===== config.mk =====
export PLATFORM = sky130hd
export DESIGN_NAME = arcade_input_mapper
export DESIGN_NICKNAME = d
export VERILOG_FILES = /design/src/rtl/arcade_input_pkg.sv /design/src/rtl/coin_pulse_shaper.sv /design/src/rtl/arcade_input_mapper.sv
export SDC_FILE = /design/constraint.sdc
export NUM_CORES = 1
export LEC_CHECK = 0
export CAP_MARGIN = 25
export CELL_PAD_IN_SITES_DETAIL_PLACEMENT = 0
export CELL_PAD_IN_SITES_GLOBAL_PLACEMENT = 2
export CORE_UTILIZATION = 30
export DETAILED_ROUTE_END_ITERATION = 10
export GPL_TIMING_DRIVEN = 0
export PLACE_DENSITY = 0.93
export SETUP_SLACK_MARGIN = 0.15
export SYNTH_ARGS = -nofsm -noshare
export SYNTH_HDL_FRONTEND = slang
export SYNTH_SLANG_ARGS = --single-unit
export TNS_END_PERCENT = 5

===== constraint.sdc =====
create_clock -name clk_sys -period 6.55 [get_ports clk_sys]
set_input_delay 1.31 -clock clk_sys [delete_from_list [all_inputs] [get_ports clk_sys]]
set_output_delay 1.31 -clock clk_sys [all_outputs]
set_load 0.01 [all_outputs]

===== src/rtl/arcade_input_pkg.sv =====
// arcade_input_pkg: joystick bit layout, keyboard scan-code maps and shared enums for arcade_input_mapper
package arcade_input_pkg;
  localparam int BIT_RIGHT = 0;
  localparam int BIT_LEFT = 1;
  localparam int BIT_DOWN = 2;
  localparam int BIT_UP = 3;
  localparam int BIT_BTN0 = 4;
  localparam int MAP_LEN = 11;
  localparam logic [7:0] SC_P0_UP = 8'h75, SC_P0_DOWN = 8'h72, SC_P0_LEFT = 8'h6B, SC_P0_RIGHT = 8'h74;
  localparam logic [7:0] SC_P0_BTN0 = 8'h14, SC_P0_BTN1 = 8'h11, SC_P0_BTN2 = 8'h29, SC_P0_BTN3 = 8'h12;
  localparam logic [7:0] SC_P0_START = 8'h05, SC_P0_START_ALT = 8'h16, SC_P0_COIN = 8'h2E;
  localparam logic [7:0] SC_P1_UP = 8'h2D, SC_P1_DOWN = 8'h2B, SC_P1_LEFT = 8'h23, SC_P1_RIGHT = 8'h34;
  localparam logic [7:0] SC_P1_BTN0 = 8'h1C, SC_P1_BTN1 = 8'h1B, SC_P1_BTN2 = 8'h15, SC_P1_BTN3 = 8'h1D;
  localparam logic [7:0] SC_P1_START = 8'h06, SC_P1_START_ALT = 8'h1E, SC_P1_COIN = 8'h36;
  // Entry i: 0..3 directions in joystick bit order, 4..7 buttons, 8/9 start, 10 coin
  localparam logic [1:0][MAP_LEN-1:0][7:0] KEYMAP = {
    SC_P1_COIN, SC_P1_START_ALT, SC_P1_START, SC_P1_BTN3, SC_P1_BTN2, SC_P1_BTN1, SC_P1_BTN0,
    SC_P1_UP, SC_P1_DOWN, SC_P1_LEFT, SC_P1_RIGHT,
    SC_P0_COIN, SC_P0_START_ALT, SC_P0_START, SC_P0_BTN3, SC_P0_BTN2, SC_P0_BTN1, SC_P0_BTN0,
    SC_P0_UP, SC_P0_DOWN, SC_P0_LEFT, SC_P0_RIGHT};
  typedef enum logic [1:0] {DB15_OFF = 2'b00, DB15_ONE = 2'b01, DB15_TWO = 2'b10} db15_mode_e;
  typedef enum logic [1:0] {CS_IDLE, CS_PULSE, CS_GAP, CS_WAIT_REL} coin_state_e;
  function automatic int key_index(input int player, input logic [7:0] code, input int buttons);
    int idx;
    idx = -1;
    if (player < 2)
      for (int i = 0; i < MAP_LEN; i++)
        if (KEYMAP[player[0]][i[3:0]] == code)
          idx = i <= BIT_UP ? i : i < BIT_BTN0 + 4 ? (i - BIT_BTN0 < buttons ? i : -1) :
                i < MAP_LEN - 1 ? buttons + 4 : buttons + 5;
    return idx;
  endfunction
endpackage


===== src/rtl/coin_pulse_shaper.sv =====
// coin_pulse_shaper: turns a raw coin level into one fixed-width pulse followed by a guaranteed low gap
module coin_pulse_shaper #(
  parameter int PULSE_CYC = 2500000,
  parameter int GAP_CYC = 1250000
) (
  input  logic clk_sys,
  input  logic reset,
  input  logic coin_raw,
  output logic coin_out
);
  import arcade_input_pkg::*;
  localparam int CW = $clog2((PULSE_CYC > GAP_CYC ? PULSE_CYC : GAP_CYC) + 1);
  coin_state_e state;
  logic [CW-1:0] cnt;
  logic raw_q;
  // raw_q keeps tracking through reset so a held coin is not seen as a new edge afterwards
  always_ff @(posedge clk_sys) begin
    raw_q <= coin_raw;
    if (reset) begin
      state <= CS_IDLE;
      cnt <= '0;
      coin_out <= 1'b0;
    end else begin
      case (state)
        CS_IDLE: if (coin_raw && !raw_q) begin
          state <= CS_PULSE;
          cnt <= CW'(PULSE_CYC - 1);
          coin_out <= 1'b1;
        end
        CS_PULSE: if (cnt == '0) begin
          state <= CS_GAP;
          cnt <= CW'(GAP_CYC - 1);
          coin_out <= 1'b0;
        end else cnt <= cnt - 1'b1;
        CS_GAP: if (cnt == '0) state <= coin_raw ? CS_WAIT_REL : CS_IDLE;
          else cnt <= cnt - 1'b1;
        default: if (!coin_raw) state <= CS_IDLE;
      endcase
    end
  end
endmodule


===== src/rtl/arcade_input_mapper.sv =====
// arcade_input_mapper: merges USB/DB15/PS2 controls per player, shapes coins, captures HPS DIP banks.
// SNAC_DB15_EN enables merging of the two DB15 ports.
module arcade_input_mapper #(
  parameter int PLAYERS = 2,
  parameter int BUTTONS = 4,
  parameter int DIP_BANKS = 8,
  parameter int COIN_PULSE_CYC = 2500000,
  parameter int COIN_GAP_CYC = 1250000
) (
  input  logic                            clk_sys,
  input  logic                            reset,
  input  logic [10:0]                     ps2_key,
  input  logic [PLAYERS*16-1:0]           joy_usb,
  input  logic [31:0]                     joy_db15,
  input  logic [1:0]                      db15_mode,
  input  logic                            ioctl_wr,
  input  logic [7:0]                      ioctl_index,
  input  logic [24:0]                     ioctl_addr,
  input  logic [7:0]                      ioctl_dout,
  output logic [PLAYERS*(BUTTONS+6)-1:0]  player_out,
  output logic [BUTTONS+5:0]              any_out,
  output logic [DIP_BANKS*8-1:0]          dip,
  output logic                            dip_valid
);
  import arcade_input_pkg::*;
  localparam int W = BUTTONS + 6;
  logic [PLAYERS-1:0][W-1:0] joy_m, key_q;
  logic [PLAYERS-1:0][W-2:0] ctl_q;
  logic [PLAYERS-1:0] coin_q;
  logic tog_q;
  logic [DIP_BANKS-1:0][7:0] dip_q = '0;
  logic dip_valid_q = 1'b0;
  logic unused;
  assign unused = ^{ps2_key[8], joy_usb, joy_db15, db15_mode};
  always_comb begin
    joy_m = '0;
    for (int p = 0; p < PLAYERS; p++) begin
      joy_m[p] = joy_usb[16*p +: W];
`ifdef SNAC_DB15_EN
      if (p == 0 && db15_mode != DB15_OFF) joy_m[p] = joy_m[p] | joy_db15[W-1:0];
      if (p == 1 && db15_mode[1]) joy_m[p] = joy_m[p] | joy_db15[16 +: W];
`endif
    end
  end
  always_ff @(posedge clk_sys) begin
    tog_q <= ps2_key[10];
    if (reset) key_q <= '0;
    else if (ps2_key[10] != tog_q)
      for (int p = 0; p < PLAYERS; p++)
        for (int i = 0; i < W; i++)
          if (i == key_index(p, ps2_key[7:0], BUTTONS)) key_q[p][i] <= ps2_key[9];
  end
  always_ff @(posedge clk_sys) begin
    if (reset) ctl_q <= '0;
    else for (int p = 0; p < PLAYERS; p++) ctl_q[p] <= joy_m[p][W-2:0] | key_q[p][W-2:0];
  end
  for (genvar g = 0; g < PLAYERS; g++) begin : g_ply
    coin_pulse_shaper #(.PULSE_CYC(COIN_PULSE_CYC), .GAP_CYC(COIN_GAP_CYC)) u_coin (
      .clk_sys  (clk_sys),
      .reset    (reset),
      .coin_raw (joy_m[g][W-1] | key_q[g][W-1]),
      .coin_out (coin_q[g])
    );
    assign player_out[g*W +: W] = {coin_q[g], ctl_q[g]};
  end
  always_comb begin
    any_out = '0;
    for (int p = 0; p < PLAYERS; p++) any_out = any_out | player_out[p*W +: W];
  end
  // DIP banks deliberately ignore reset so settings survive OSD reset and ROM reloads
  always_ff @(posedge clk_sys) begin
    if (ioctl_wr && ioctl_index == 8'd254 && ioctl_addr[24:3] == '0 && int'(ioctl_addr[2:0]) < DIP_BANKS) begin
      dip_valid_q <= 1'b1;
      for (int b = 0; b < DIP_BANKS; b++)
        if (b == int'(ioctl_addr[2:0])) dip_q[b] <= ioctl_dout;
    end
  end
  assign dip = dip_q;
  assign dip_valid = dip_valid_q;
endmodule


==> results.json, run 1 <==
{
  "maxSlewViolCount": 0,
  "drive_above_1_share_pct": 7.212,
  "synth_edf_count": 64,
  "rr_endpoint": "g_ply[1].u_coin.cnt[11]",
  "finalHoldViolCount": 0,
  "synth.avg_cell_area_sq_um": 9.745,
  "cap_violations": 0,
  "path_max_fanout": 6,
  "powerDensity_mw_per_mm2": 342.8,
  "wl_per_cell_um": 16.39,
  "die-area_sq_mm": 0.02443,
  "grt_max_degree": 19,
  "tightest_slew_ns": 0.9579,
  "viasPerCell": 5.014,
  "max_slew_margin_pct": 35.24,
  "hp-start": "g_ply[0].u_coin.cnt[12]",
  "worstPathRequired_ns": 6.86,
  "grt_first_pass_wirelength_um": 32170,
  "tns_ns": 0,
  "critPathLaunchType": "input pin",
  "postSynthCellCount": 733,
  "antenna_found_initial": 0,
  "post-route-period-util_pct": 51.82,
  "worst_hold_path.num_cells": 2,
  "ir_drop_uv": 166.2,
  "remaining_drc_errors": 0,
  "cp.arrival_ns": 3.71,
  "hp-class": "reg -> reg",
  "cts_buffers": 17,
  "crit_type": "in -> reg",
  "core_sq_mm": 0.02340,
  "place.gp.congestion": 0.8509,
  "clock.fmax_mhz": 294.6,
  "drtIter0Drc": 386,
  "synth.yosys.seq_area_share_pct": 52.41,
  "yosys_warnings": 0,
  "rr_worst_depth": 9,
  "post_dp_cell_area_sq_mm": 0.009184,
  "track_usage_pct": 17.11,
  "synth.distinct_cells": 79,
  "die_width_um": 156.3,
  "dpl.hpwl_um": 14920,
  "r2r_slack_ns": 3.79,
  "final-setup-viol-count": 0,
  "total_power_mw": 3.361,
  "die-height_um": 156.3,
  "start_util_pct": 30.52,
  "htreeDepth": 4,
  "clock_latency_ns": 0.43,
  "final_area_sq_mm": 0.009803,
  "cts_tree": "yes",
  "syn_to_final_growth_pct": 37.24,
  "overflow": 0,
  "finalWirelength_um": 20460,
  "cts_setup_buffers": 0,
  "cts.sinks": 155,
  "grt_pass1_vias": 5908,
  "final_common_cell": "clkdlybuf4s50_1",
  "io_pins": 216,
  "vias": 6257,
  "synth_flop_cell": "dfxtp_1",
  "cts.clk_slew.worst_paths_ns": 0.07,
  "firstDrtPassIters": 5,
  "ctsRootBufferMaster": "clkbuf_16",
  "crit_path_end_kind": "flop",
  "async_reset_ff_share_pct": 0,
  "ctsHoldBuffers": 0,
  "diodes": 0,
  "min_to": "g_ply[0].u_coin.cnt[12]",
  "cts_resized": 0,
  "leakage_nw": 3.457,
  "rows": 56,
  "rsz0062_at_grt": "false",
  "clockBufferDepth": 2,
  "ant_nets": 0,
  "fin_nets": 1048,
  "synth_seq_cells": 155,
  "min_period_ns": 3.394,
  "status": "completed",
  "worst_clock_skew_ns": 0.01279,
  "synth_area_sq_mm": 0.007143,
  "synth_nets": 865,
  "io_buffers": 163,
  "reg2reg_from": "g_ply[1].u_coin.cnt[0]",
  "final_cell_mix": "163 x clkdlybuf4s50_1, 113 x nor2_1, 91 x dfxtp_1"
}
## report_power, final
group	switching [mW]	internal [mW]
Combinational	0.705	0.436
Clock	0.465	0.552
Sequential	0.104	1.10
## kinds of logic (layout without fill, tap and decap cells)
logic type / Yosys count / after routing / synth area share (%)
AOI/OAI and AO/OA: 171 / 171 / 15.76
xor gates and xnor gates: 15 / 15 / 1.839
adders and majority gates: 11 / 11 / 1.927
buffers and inverters: 47 / 243 / 2.662
DFF: 155 / 155 / 52.41
muxes: 13 / 13 / 1.839
other: 1 / 1 / 0.05250
and+or+nand+nor: 320 / 320 / 23.51
## per-stage QoR
step / utilization [%] / setup WS [ns] / hold slack [ns] / instances
detailed placement: 39.24 / 2.674 / 0.4508 / 1216
finish: 41.89 / 3.156 / 0.4573 / 1248
CTS: 41.89 / 3.135 / 0.4598 / 1248
global route: 41.89 / 2.921 / 0.4830 / 1248
global placement: 39.20 / 2.278 / 0.4526 / 1215
floorplan: - / 3.426 / 0.4318 / 733
## how the worst max path moves through the flow
stage	slack [ns]	cells past startpoint	end	start
floorplan	3.43	5	dip[0]	ioctl_addr[4]
global placement	2.28	6	dip[2]	ioctl_addr[6]
detailed placement	2.67	6	dip[18]	ioctl_addr[4]
CTS	3.14	6	dip[23]	ioctl_addr[4]
global route	2.92	8	key_q[12]	ps2_key[4]
finish	3.16	7	key_q[6]	ps2_key[7]
## metal layers
| metal | wire (um) | track usage, % | vias up |
|---|---|---|---|
| met4 | 337 | 5.976 | 0 |
| li1 | - | - | 3090 |
| met2 | 9349 | 27.53 | 223 |
| met5 | 0 | 0 | - |
| met3 | 1346 | 4.154 | 28 |
| met1 | 9424 | 22.29 | 2916 |
## registers in the layout, summed over array words and instances (netlist names)
name	count
g_ply.u_coin.raw_q	2
key_q	20
player_out	18
dip	64
tog_q	1
g_ply.u_coin.cnt	44
g_ply.u_coin.coin_out	2
g_ply.u_coin.state	4
## cell usage after synthesis, types with 3 or more instances
cell	instances	area (sq um)
nor2_1	113	424.2
a211oi_1	7	52.55
o211ai_1	5	37.54
nand2_1	37	138.9
xnor2_1	9	78.83
or4_1	4	30.03
nand3b_1	10	75.07
o22ai_1	8	50.05
o21ai_1	30	150.1
nor3b_1	4	30.03
xor2_1	6	52.55
o221a_1	6	67.56
clkbuf_1	25	93.84
o41ai_1	4	35.03
nand2b_1	13	81.33
o32ai_1	4	35.03
nor4_1	16	100.1
o21ai_0	16	80.08
o21a_1	5	37.54
nor2b_1	5	31.28
dfxtp_1	91	1822
or3_1	8	50.05
buf_4	3	22.52
a211o_1	3	26.28
a21oi_1	46	230.2
nand4_1	8	50.05
nand3_1	29	145.1
a31oi_1	6	37.54
inv_1	13	48.80
mux2i_1	12	120.1
buf_1	4	15.01
edfxtp_1	64	1922
and2_1	8	50.05
nor4b_1	5	43.79
ha_1	11	137.6
o31ai_1	4	30.03
nor3_1	27	135.1
a21o_1	3	22.52
or2_2	11	68.82
## worst max-delay path, cell delays in order
cell,delay [ns]
clkdlybuf4s50_1,0.50
or4b_1,0.65
a2111oi_0,0.47
a21oi_1,0.16
nor3b_1,0.33
mux2i_1,0.23
nor2_1,0.05
## cell type report
class                   instances  area [sq um]
plain buffers                  34         141.4
clock buffers                  17         425.4
clock inverters                15         193.9
fillers                      2368         13600
inverters                      13         48.80
multi-input cells             531          3214
flip-flops and latches        155          3744
well taps                     319         399.1
repair buffers                164          1637
Note: power is estimated with default switching activity, not from simulation.
==> inputs of run 2 (changes only) <==
--- a/config.mk
+++ b/config.mk
@@ -8,10 +8,10 @@
 export CAP_MARGIN = 25
 export CELL_PAD_IN_SITES_DETAIL_PLACEMENT = 0
 export CELL_PAD_IN_SITES_GLOBAL_PLACEMENT = 2
-export CORE_UTILIZATION = 30
+export CORE_UTILIZATION = 26
 export DETAILED_ROUTE_END_ITERATION = 10
 export GPL_TIMING_DRIVEN = 0
-export PLACE_DENSITY = 0.93
+export PLACE_DENSITY = 0.87
 export SETUP_SLACK_MARGIN = 0.15
 export SYNTH_ARGS = -nofsm -noshare
 export SYNTH_HDL_FRONTEND = slang
==> constraint.sdc (replaced) <==
create_clock -name clk_sys -period 3.05 [get_ports clk_sys]
set_input_delay 0.61 -clock clk_sys [delete_from_list [all_inputs] [get_ports clk_sys]]
set_output_delay 0.61 -clock clk_sys [all_outputs]
set_load 0.01 [all_outputs]
==> run 2 against run 1 <==
Against the previous run: non-clock buffer count is the same; first-iteration DRC count grew 50%; combinational power grew 120%; worst hold slack gained 0.011 ns; highest routed layer unchanged; largest cell class unchanged; global-route usage shrank 1.9 points; sequential power grew 120%; register-to-register slack lost 3.4 ns; clock power grew 110%; worst setup slack lost 2.9 ns.
==> results.json, run 2 (synthesis results as in run 1) <==
{
  "status": "completed",
  "worst_clock_skew_ns": 0.008988,
  "cp-startpoint": "ps2_key[4]",
  "tns_ns": 0,
  "tightest_slew_ns": 1.005,
  "final_cell_mix": "163 x clkdlybuf4s50_1, 113 x nor2_1, 91 x dfxtp_1",
  "fin_nets": 1048,
  "post-route-period-util_pct": 90.23,
  "post_dp_cell_area_sq_mm": 0.009211,
  "cts_setup_buffers": 0,
  "firstDrtPassIters": 6,
  "finalHoldViolCount": 0,
  "overflow": 0,
  "cts.clk_slew.worst_paths_ns": 0.07,
  "grt_first_pass_wirelength_um": 33150,
  "cts.sinks": 155,
  "cts_tree": "yes",
  "core_sq_mm": 0.02695,
  "largest_reg_flops": 64,
  "track_usage_pct": 15.19,
  "io_pins": 216,
  "die_width_um": 167.8,
  "maxSlewViolCount": 0,
  "cts_resized": 0,
  "rows": 60,
  "reg2reg_from": "g_ply[0].u_coin.state[0]",
  "crit_type": "in -> reg",
  "hp-start": "key_q[16]",
  "cts_buffers": 17,
  "total_power_mw": 7.239,
  "place.gp.congestion": 0.8494,
  "syn_to_final_growth_pct": 37.89,
  "min_period_ns": 2.752,
  "finalWirelength_um": 20960,
  "hp-class": "reg -> reg",
  "leakage_nw": 3.467,
  "htreeDepth": 4,
  "grt_max_degree": 21,
  "clock.fmax_mhz": 363.4,
  "wl_per_cell_um": 16.50,
  "cp.arrival_ns": 3.07,
  "cap_violations": 0,
  "viasPerCell": 4.928,
  "max_slew_margin_pct": 32.99,
  "ctsHoldBuffers": 0,
  "start_util_pct": 26.50,
  "critPathLaunchType": "input pin",
  "remaining_drc_errors": 0,
  "final_area_sq_mm": 0.009849,
  "ant_nets": 0,
  "final_common_cell": "clkdlybuf4s50_1",
  "drtIter0Drc": 580,
  "final-setup-viol-count": 0,
  "die-area_sq_mm": 0.02814,
  "drive_above_1_share_pct": 7.212,
  "clock_latency_ns": 0.44,
  "clockBufferDepth": 2,
  "ctsRootBufferMaster": "clkbuf_16",
  "grt_pass1_vias": 5828,
  "vias": 6258,
  "final_core_util_pct": 36.55,
  "rsz0062_at_grt": "true",
  "ir_drop_uv": 417.4,
  "antenna_found_initial": 0,
  "crit_path_end_kind": "flop",
  "num-fill-cells": 2685,
  "worstPathRequired_ns": 3.36,
  "die-height_um": 167.8,
  "dpl.hpwl_um": 15590,
  "powerDensity_mw_per_mm2": 735.0,
  "diodes": 0,
  "io_buffers": 163,
  "path_max_fanout": 10
}
## run 2: cell count changes in the layout (fill, tap and decap cells not counted), sizes merged
| cell | previous run | this run |
|---|---|---|
| clkinvlp | 1 | 0 |
| bufinv | 1 | 0 |
| clkinv | 6 | 8 |
## run 2: stage by stage
| stage | cells | hold slack (ns) | setup slack (ns) |
|---|---|---|---|
| after floorplan | 733 | 0.4318 | 0.6261 |
| after global placement | 1237 | 0.4543 | -0.5734 |
| after detailed placement | 1238 | 0.4590 | -0.1370 |
| after CTS | 1270 | 0.4689 | 0.3298 |
| after global routing | 1270 | 0.4895 | 0.1423 |
| final | 1270 | 0.4679 | 0.2981 |
## run 2: final timing paths
| path | endpoint | slack (ns) | depth (start not counted) |
|---|---|---|---|
| worst min-delay path | key_q[16] | 0.47 | 2 |
| worst max register to register | g_ply[0].u_coin.cnt[6] | 0.37 | 7 |
| worst min register to register | key_q[16] | 0.47 | 2 |
| worst max-delay path | key_q[12] | 0.30 | 8 |
## run 2: worst max-delay path: stages
cell             delay [ns]
clkdlybuf4s50_1        0.50
clkbuf_1               0.40
nand3b_1               0.23
or3_1                  0.41
a221oi_1               0.50
nand3_1                0.22
nand3_1                0.12
o21ai_1                0.07
## run 2: cell type report
type	instances	area, sq um	share of cell area, %
clock inverter	15	203.9	2.071
inverter	13	48.80	0.4954
multi-input combinational	531	3223	32.72
clock buffer	17	425.4	4.319
sequential	155	3744	38.01
buffer	34	141.4	1.435
tap	341	426.7	4.332
timing repair buffer	164	1637	16.62
## run 2: layer usage
| metal | global-route usage, % | up-vias | part of all wire (%) |
|---|---|---|---|
| li1 | - | 3094 | - |
| met1 | 20.53 | 2948 | 48 |
| met2 | 24.06 | 200 | 46 |
| met3 | 3.191 | 16 | 4.7 |
| met4 | 4.986 | 0 | 1.4 |
| met5 | 0 | - | 0 |
## run 2: where the power goes
group	leakage (nW)	internal, mW	switching [mW]
logic	1.84	0.943	1.51
registers	1.32	2.36	0.230
clock network	0.304	1.13	1.06
total	3.47	4.43	2.81
